## src/rtl/dshot_encoder.sv

```systemverilog
// dshot_encoder: DShot frame transmitter (11-bit throttle + telemetry bit, 4-bit CRC, duty-cycle bit coding)
// Ports:
//   clk        system clock
//   rst_n      synchronous active-low reset
//   throttle   11-bit throttle / special-command value
//   telemetry  telemetry-request bit
//   inValid    command valid
//   inReady    high only while idle; a command transfers on inValid & inReady
//   dshotPin   registered serial DShot line
//   busy       high from acceptance until the end of the inter-frame gap
//   frameDone  one-cycle pulse in the first gap cycle
// Optional: define DSHOT_INVERTED_EN for bidirectional DShot (idle high, active low, inverted CRC).
module dshot_encoder #(
   parameter int CLKS_PER_BIT = 107,
   parameter int T1H_CLKS     = 80,
   parameter int T0H_CLKS     = 40,
   parameter int GAP_CLKS     = 32
) (
   input  logic        clk,
   input  logic        rst_n,
   input  logic [10:0] throttle,
   input  logic        telemetry,
   input  logic        inValid,
   output logic        inReady,
   output logic        dshotPin,
   output logic        busy,
   output logic        frameDone
);
   localparam int CW = $clog2(CLKS_PER_BIT > GAP_CLKS ? CLKS_PER_BIT : GAP_CLKS);
`ifdef DSHOT_INVERTED_EN
   localparam logic INV = 1'b1;
`else
   localparam logic INV = 1'b0;
`endif
   localparam logic [CW-1:0] T1_END  = CW'(T1H_CLKS - 1);
   localparam logic [CW-1:0] T0_END  = CW'(T0H_CLKS - 1);
   localparam logic [CW-1:0] BIT_END = CW'(CLKS_PER_BIT - 1);
   localparam logic [CW-1:0] GAP_END = CW'(GAP_CLKS - 1);

   if (!(T0H_CLKS > 0 && T0H_CLKS < T1H_CLKS && T1H_CLKS < CLKS_PER_BIT && GAP_CLKS >= 1)) begin : g_param_err
      $error("dshot_encoder: illegal timing parameters");
   end

   typedef enum logic [1:0] {IDLE, HIGH, LOW, GAP} state_t;

   state_t        state_q, state_d;
   logic [CW-1:0] cnt_q, cnt_d;
   logic [3:0]    bit_q, bit_d;
   logic [15:0]   frame_q, frame_d;
   logic          pin_q, pin_d;
   logic [11:0]   v;
   logic [3:0]    crc;
   logic [CW-1:0] th_end;

   assign v      = {throttle, telemetry};
   assign crc    = v[11:8] ^ v[7:4] ^ v[3:0] ^ {4{INV}};
   assign th_end = frame_q[bit_q] ? T1_END : T0_END;

   always_ff @(posedge clk) begin
      if (!rst_n) begin
         state_q <= IDLE;
         cnt_q   <= '0;
         bit_q   <= '0;
         frame_q <= '0;
         pin_q   <= INV;
      end else begin
         state_q <= state_d;
         cnt_q   <= cnt_d;
         bit_q   <= bit_d;
         frame_q <= frame_d;
         pin_q   <= pin_d;
      end
   end

   // The clock counter runs on through HIGH into LOW, so each bit spans exactly CLKS_PER_BIT clocks.
   always_comb begin
      state_d = state_q;
      cnt_d   = cnt_q;
      bit_d   = bit_q;
      frame_d = frame_q;
      unique case (state_q)
         IDLE: if (inValid) begin
            state_d = HIGH;
            cnt_d   = '0;
            bit_d   = 4'd15;
            frame_d = {v, crc};
         end
         HIGH: begin
            cnt_d   = cnt_q + 1'b1;
            state_d = (cnt_q == th_end) ? LOW : HIGH;
         end
         LOW: if (cnt_q == BIT_END) begin
            cnt_d   = '0;
            state_d = (bit_q == 4'd0) ? GAP : HIGH;
            bit_d   = (bit_q == 4'd0) ? bit_q : bit_q - 1'b1;
         end else begin
            cnt_d = cnt_q + 1'b1;
         end
         GAP: begin
            cnt_d   = (cnt_q == GAP_END) ? '0 : cnt_q + 1'b1;
            state_d = (cnt_q == GAP_END) ? IDLE : GAP;
         end
         default: state_d = IDLE;
      endcase
   end

   // The pin register follows the next state so the first active cycle is the one after acceptance.
   always_comb begin
      inReady   = state_q == IDLE;
      busy      = state_q != IDLE;
      frameDone = state_q == GAP && cnt_q == '0;
      pin_d     = (state_d == HIGH) ? ~INV : INV;
   end

   assign dshotPin = pin_q;
endmodule

```

## config.mk

```make
export PLATFORM = sky130hd
export DESIGN_NAME = dshot_encoder
export DESIGN_NICKNAME = d
export VERILOG_FILES = /design/src/rtl/dshot_encoder.sv
export SDC_FILE = /design/constraint.sdc
export NUM_CORES = 1
export LEC_CHECK = 0
export CAP_MARGIN = 10
export CORE_MARGIN = 2
export CORE_UTILIZATION = 37
export DETAILED_ROUTE_END_ITERATION = 8
export GPL_ROUTABILITY_DRIVEN = 0
export MAX_ROUTING_LAYER = met4
export PLACE_DENSITY = 0.65
export SLEW_MARGIN = 20
export SYNTH_ARGS = -nofsm -noshare
export SYNTH_HDL_FRONTEND = slang
export SYNTH_SLANG_ARGS = --single-unit
```

## constraint.sdc

```tcl
create_clock -name clk -period 1.8 [get_ports clk]
set_clock_uncertainty 0.1 [all_clocks]
set_input_delay 0.54 -clock clk [delete_from_list [all_inputs] [get_ports clk]]
set_output_delay 0.54 -clock clk [all_outputs]
set_load 0.02 [all_outputs]
```

---- Word level (Yosys, flattened, before mapping) ----
Cells that the tools add are included.
W data, S select, Z words.
word-level totals
  flip-flop bits (word level) ............. 30
operators by class
  add/sub/neg operators ................... 2
  $lt $le $gt $ge ......................... 1
  equality and inequality tests ........... 10
  multiplexer cells ....................... 18
  bitwise logic cells ..................... 2
  reduce and logical (&&, ||, !) cells .... 8
operator list
  cell                   count
  $mux W7                4
  $pmux W7 S4            1
  $mux W4                3
  $mux W2                5
  $pmux W2 S4            1
  $pmux W4 S2            1
  $xor A4 B4 Y4          2
  $add A7 B1 Y7 const B  1
  $eq A7 B5 Y1 const B   1
  $eq A7 B7 Y1           1
  $eq A7 B7 Y1 const B   1
  $logic_not A7 Y1       1
  $ne A2 B2 Y1 const B   3
  $lt A4 B5 Y1 const B   1
  $bmux W1 S4            1
  $eq A2 B1 Y1 const B   2
  $eq A2 B2 Y1 const B   2
  $logic_not A4 Y1       1
  $reduce_and A4 Y1      1
  $reduce_bool A2 Y1     2
  $sub A4 B1 Y4 const B  1
  $logic_not A2 Y1       1
  $mux W1                2
  $reduce_and A2 Y1      1
  $logic_and A1 B1 Y1    1

---- Depth between registers and ports, before layout ----
  word-level depth ........................ 8
  mapped depth ............................ 8

---- Worst setup path before layout ----
No wires, ideal clock.
  path type ............................... register to register
  start point ............................. register bit_q[0]
  end point ............................... register state_q[1]
  setup time .............................. 0.116 ns
  data arrival time ....................... 1.799 ns
  path slack .............................. -0.214 ns
  cell stages (with the launch flop) ...... 7
  buffers on the path ..................... 1
  clock period less this slack ............ 2.014 ns
  path through ............................ dfxtp_1 -> buf_6 -> mux4_2 -> nand2b_1 -> a32oi_2 -> mux2_4 -> a31o_1
between the ends
  word-level cells in the longest chain between the ends .. 6
RTL lines
  item                           RTL line  source
  from (decl)                    48        logic [3:0] bit_q, bit_d;
  from (signal assigned)         69        bit_q <= bit_d;
  $bmux W1 S4                    57        assign th_end = frame_q[bit_q] ? T1_END : T0_END;
  $mux W1 (not written as such)  57
  $mux W7                        57
  $eq A7 B7 Y1                   90        state_d = (cnt_q == th_end) ? LOW : HIGH;
  $mux W2                        90
  $pmux W2 S4 *                  81        unique case (state_q)
  to (signal assigned)           67        state_q <= state_d;
  to (decl)                      46        state_t state_q, state_d;
Every way passes the cells marked *; elsewhere a longest branch is shown, timed or not. The select of a mux whose other input is x is not followed.
A chain may end at the register's enable or synchronous reset.

---- Worst setup path in the final report ----
Same ends and word-level chain as after synthesis.

==> impl_metrics.tcl <==
set metrics [dict create \
    fmax_mhz 510 \
    insertion_delay_ns 0.29 \
    synth_seq_area_share 0.372 \
    yosysUniqueCellTypes 40 \
    clock_path_buffers 2 \
    finalHoldViolCount 0 \
    post-route-drc-count 0 \
    core_area_um2 4260 \
    post-route-util 0.565 \
    vias 1582 \
    p_seq_frac 0.409 \
    synth_edf_count 0 \
    synthTopCellsByArea "dfxtp_1 37%, nand2_1 10%, a21oi_1 6.8%" \
    antenna_found_initial 0 \
    netlist_instances 199 \
    violations "negative setup slack" \
    setup_viol 5 \
    period_share 1.09 \
    die_area_um2 4910 \
    synth_area_leader_cell "dfxtp_1" \
    path_clk_slew_ns 0.07 \
    cp_data_required_time_ns 1.88 \
    internal_power_mw 1.32 \
    drtIter0Drc 82 \
    rsz0062_at_grt "yes" \
    grt_max_degree 19 \
    synth_most_common_cell "nand2_1" \
    syn_nets 219 \
    p_clk_frac 0.397 \
    grt_pass1_vias 1530 \
    maxCapViolCount 0 \
    drv_slew 0 \
    fin_crit_ns 1.96 \
    relSlewSlack 0.751 \
    holdBufCountCts 0 \
    layout-drive-gt1-share 0.358 \
    pre_cts_ws_ns -0.301 \
    cts.sink_count 30 \
    path_max_fanout 3 \
    startpoint_type "flop" \
    num_rows 24 \
    port-buffer-count 18 \
    synthToLayoutAreaGrowth_pct 49.2 \
    drt_first_pass_iters 4 \
    dieHeight_um 70.0 \
    io_pins 19 \
    htreeDepth 2 \
    p_per_area_nw_per_um2 737 \
    die_w_um 70.0 \
    hold_class "flop to flop" \
    synthFlopType "dfxtp_1" \
    via_per_inst 5.12 \
    swShare 0.254 \
    ir_drop_mv 0.371 \
    cts_buffers 5 \
    dp_hpwl_um 2850 \
    setup_tns_ns -0.547 \
    cts_tree "yes" \
    grt_first_pass_wirelength_um 7020 \
    cts_root_buf "clkbuf_8" \
    worstMarginPinSlew_ns 0.373 \
    dp.cells 295 \
    ys_warn_count 0 \
    start_util 0.379 \
    instances_no_fill 309 \
    ys_ff_latch 30 \
    grt_usage 0.186 \
    final_nets 277 \
    drt_wl_total_um 4260 \
    combPwrFrac 0.194 \
    async_reset_ff_frac 0 \
    worst_slack_ns -0.161 \
    wire_per_inst_um 13.8 \
    setup.worst_path.end_class "flop" \
    status "finished with violations" \
    leakage_nw 0.934 \
    diodes 0 \
    p_sw_mw 0.450 \
    critPathKind "flop to flop" \
    grt_overflow_total 0 \
    critical_path_arrival_ns 2.04 \
    netlist_area_um2 1610 \
    synthTopCellsByCount "43 x nand2_1, 30 x dfxtp_1, 22 x a21oi_1, 14 x nor2_1" \
    antenna_left 0 \
    synth_top_area_frac 0.372 \
    syn_avg_cell_area_um2 8.11 \
]
-- repair_timing --
item | in CTS | in global routing
buffers inserted | 5 | 4
pin swaps | 9 | 10
setup endpoints to repair | 18 | 16
gates resized for setup | 32 | 19
-- power by group through the flow --
stage                     combinational [mW]  clock, mW  sequential [mW]
after global routing                   0.373      0.753            0.730
final                                  0.344      0.704            0.726
after CTS                              0.323      0.718            0.724
after detailed placement               0.304          0            0.738
after global placement                 0.301          0            0.737
after floorplan                        0.166          0            0.738
-- path summary, 6_finish.rpt --
| path | startpoint | to | slack (ns) | cells after the start |
|---|---|---|---|---|
| setup / recovery | bit_q[0]$_SDFFE_PN0P_ | state_q[1]$_SDFF_PN0_ | -0.16 | 5 |
| hold / removal | frame_q[2]$_SDFFE_PN0P_ | frame_q[2]$_SDFFE_PN0P_ | 0.36 | 2 |
| setup reg to reg | bit_q[0]$_SDFFE_PN0P_ | state_q[1]$_SDFF_PN0_ | -0.16 | 5 |
| hold reg to reg | frame_q[2]$_SDFFE_PN0P_ | frame_q[2]$_SDFFE_PN0P_ | 0.36 | 2 |
-- worst max-delay path, cell delays in order, from the launching register on --
cell and delay (ns):
dfxtp_4 0.37, mux4_2 0.50, nand2b_4 0.15, a32oi_2 0.20
mux2_4 0.35, a31o_1 0.18
-- through the flow --
step	total power, mW	area, um2	hold WS (ns)
global placement	1.04	2120	0.340
detailed placement	1.04	2120	0.345
CTS	1.77	2320	0.354
finish	1.77	2410	0.355
global route	1.86	2410	0.372
floorplan	0.904	1640	0.331
-- cell type report --
class | instances | area, um2
multi-input cells | 150 | 1060
flip-flops and latches | 30 | 611
clock inverters | 1 | 30.0
well taps | 52 | 65.1
repair buffers | 62 | 527
inverters | 8 | 30.0
fillers | 390 | 1860
clock buffers | 6 | 82.6
-- registers in the layout, summed over array words and instances (netlist names) --
name	cells
bit_q	4
cnt_q	7
dshotPin	1
state_q	2
frame_q	16
-- kinds of logic after synthesis --
| family | Yosys count | share of synthesized area |
|---|---|---|
| AOI/OAI and AO/OA | 44 | 0.178 |
| buffers and inverters | 19 | 0.0527 |
| DFF | 30 | 0.372 |
| and+or+nand+nor | 83 | 0.236 |
| adders and majority gates | 5 | 0.0388 |
| muxes | 8 | 0.0682 |
| xor gates and xnor gates | 10 | 0.0543 |
-- cells in the final DEF (no fill, tap or decap), types with 2 or more instances in the layout --
cell type / synthesis / layout
nand2_1: 43 / 41
buf_4: 0 / 41
dfxtp_1: 30 / 24
a21oi_1: 22 / 21
clkdlybuf4s50_1: 0 / 14
nor2_1: 14 / 13
xnor2_1: 8 / 8
inv_1: 8 / 6
clkbuf_8: 0 / 6
mux2i_1: 5 / 5
dfxtp_2: 0 / 5
nand3_1: 6 / 4
ha_1: 5 / 4
buf_6: 1 / 4
inv_2: 0 / 2
nor3_2: 1 / 2
nand2b_1: 4 / 2
nor4_2: 1 / 2
nand3_2: 0 / 2
nor3_1: 4 / 2
mux4_2: 2 / 2
o31ai_2: 0 / 2
a311oi_1: 4 / 2
xor2_1: 2 / 2
o21ai_0: 2 / 2
o21ai_1: 3 / 2
a22oi_2: 1 / 2
a311oi_2: 0 / 2
nand2_2: 0 / 2
-- routing by layer --
metal  global-route usage  vias up  share of wire
met2                0.289       22           0.50
met5                    -        -              0
met3               0.0433        6          0.028
li1                     -      807              -
met1                0.240      747           0.46
met4               0.0620        0          0.013
No activity file was read; power rests on OpenSTA's default activity.
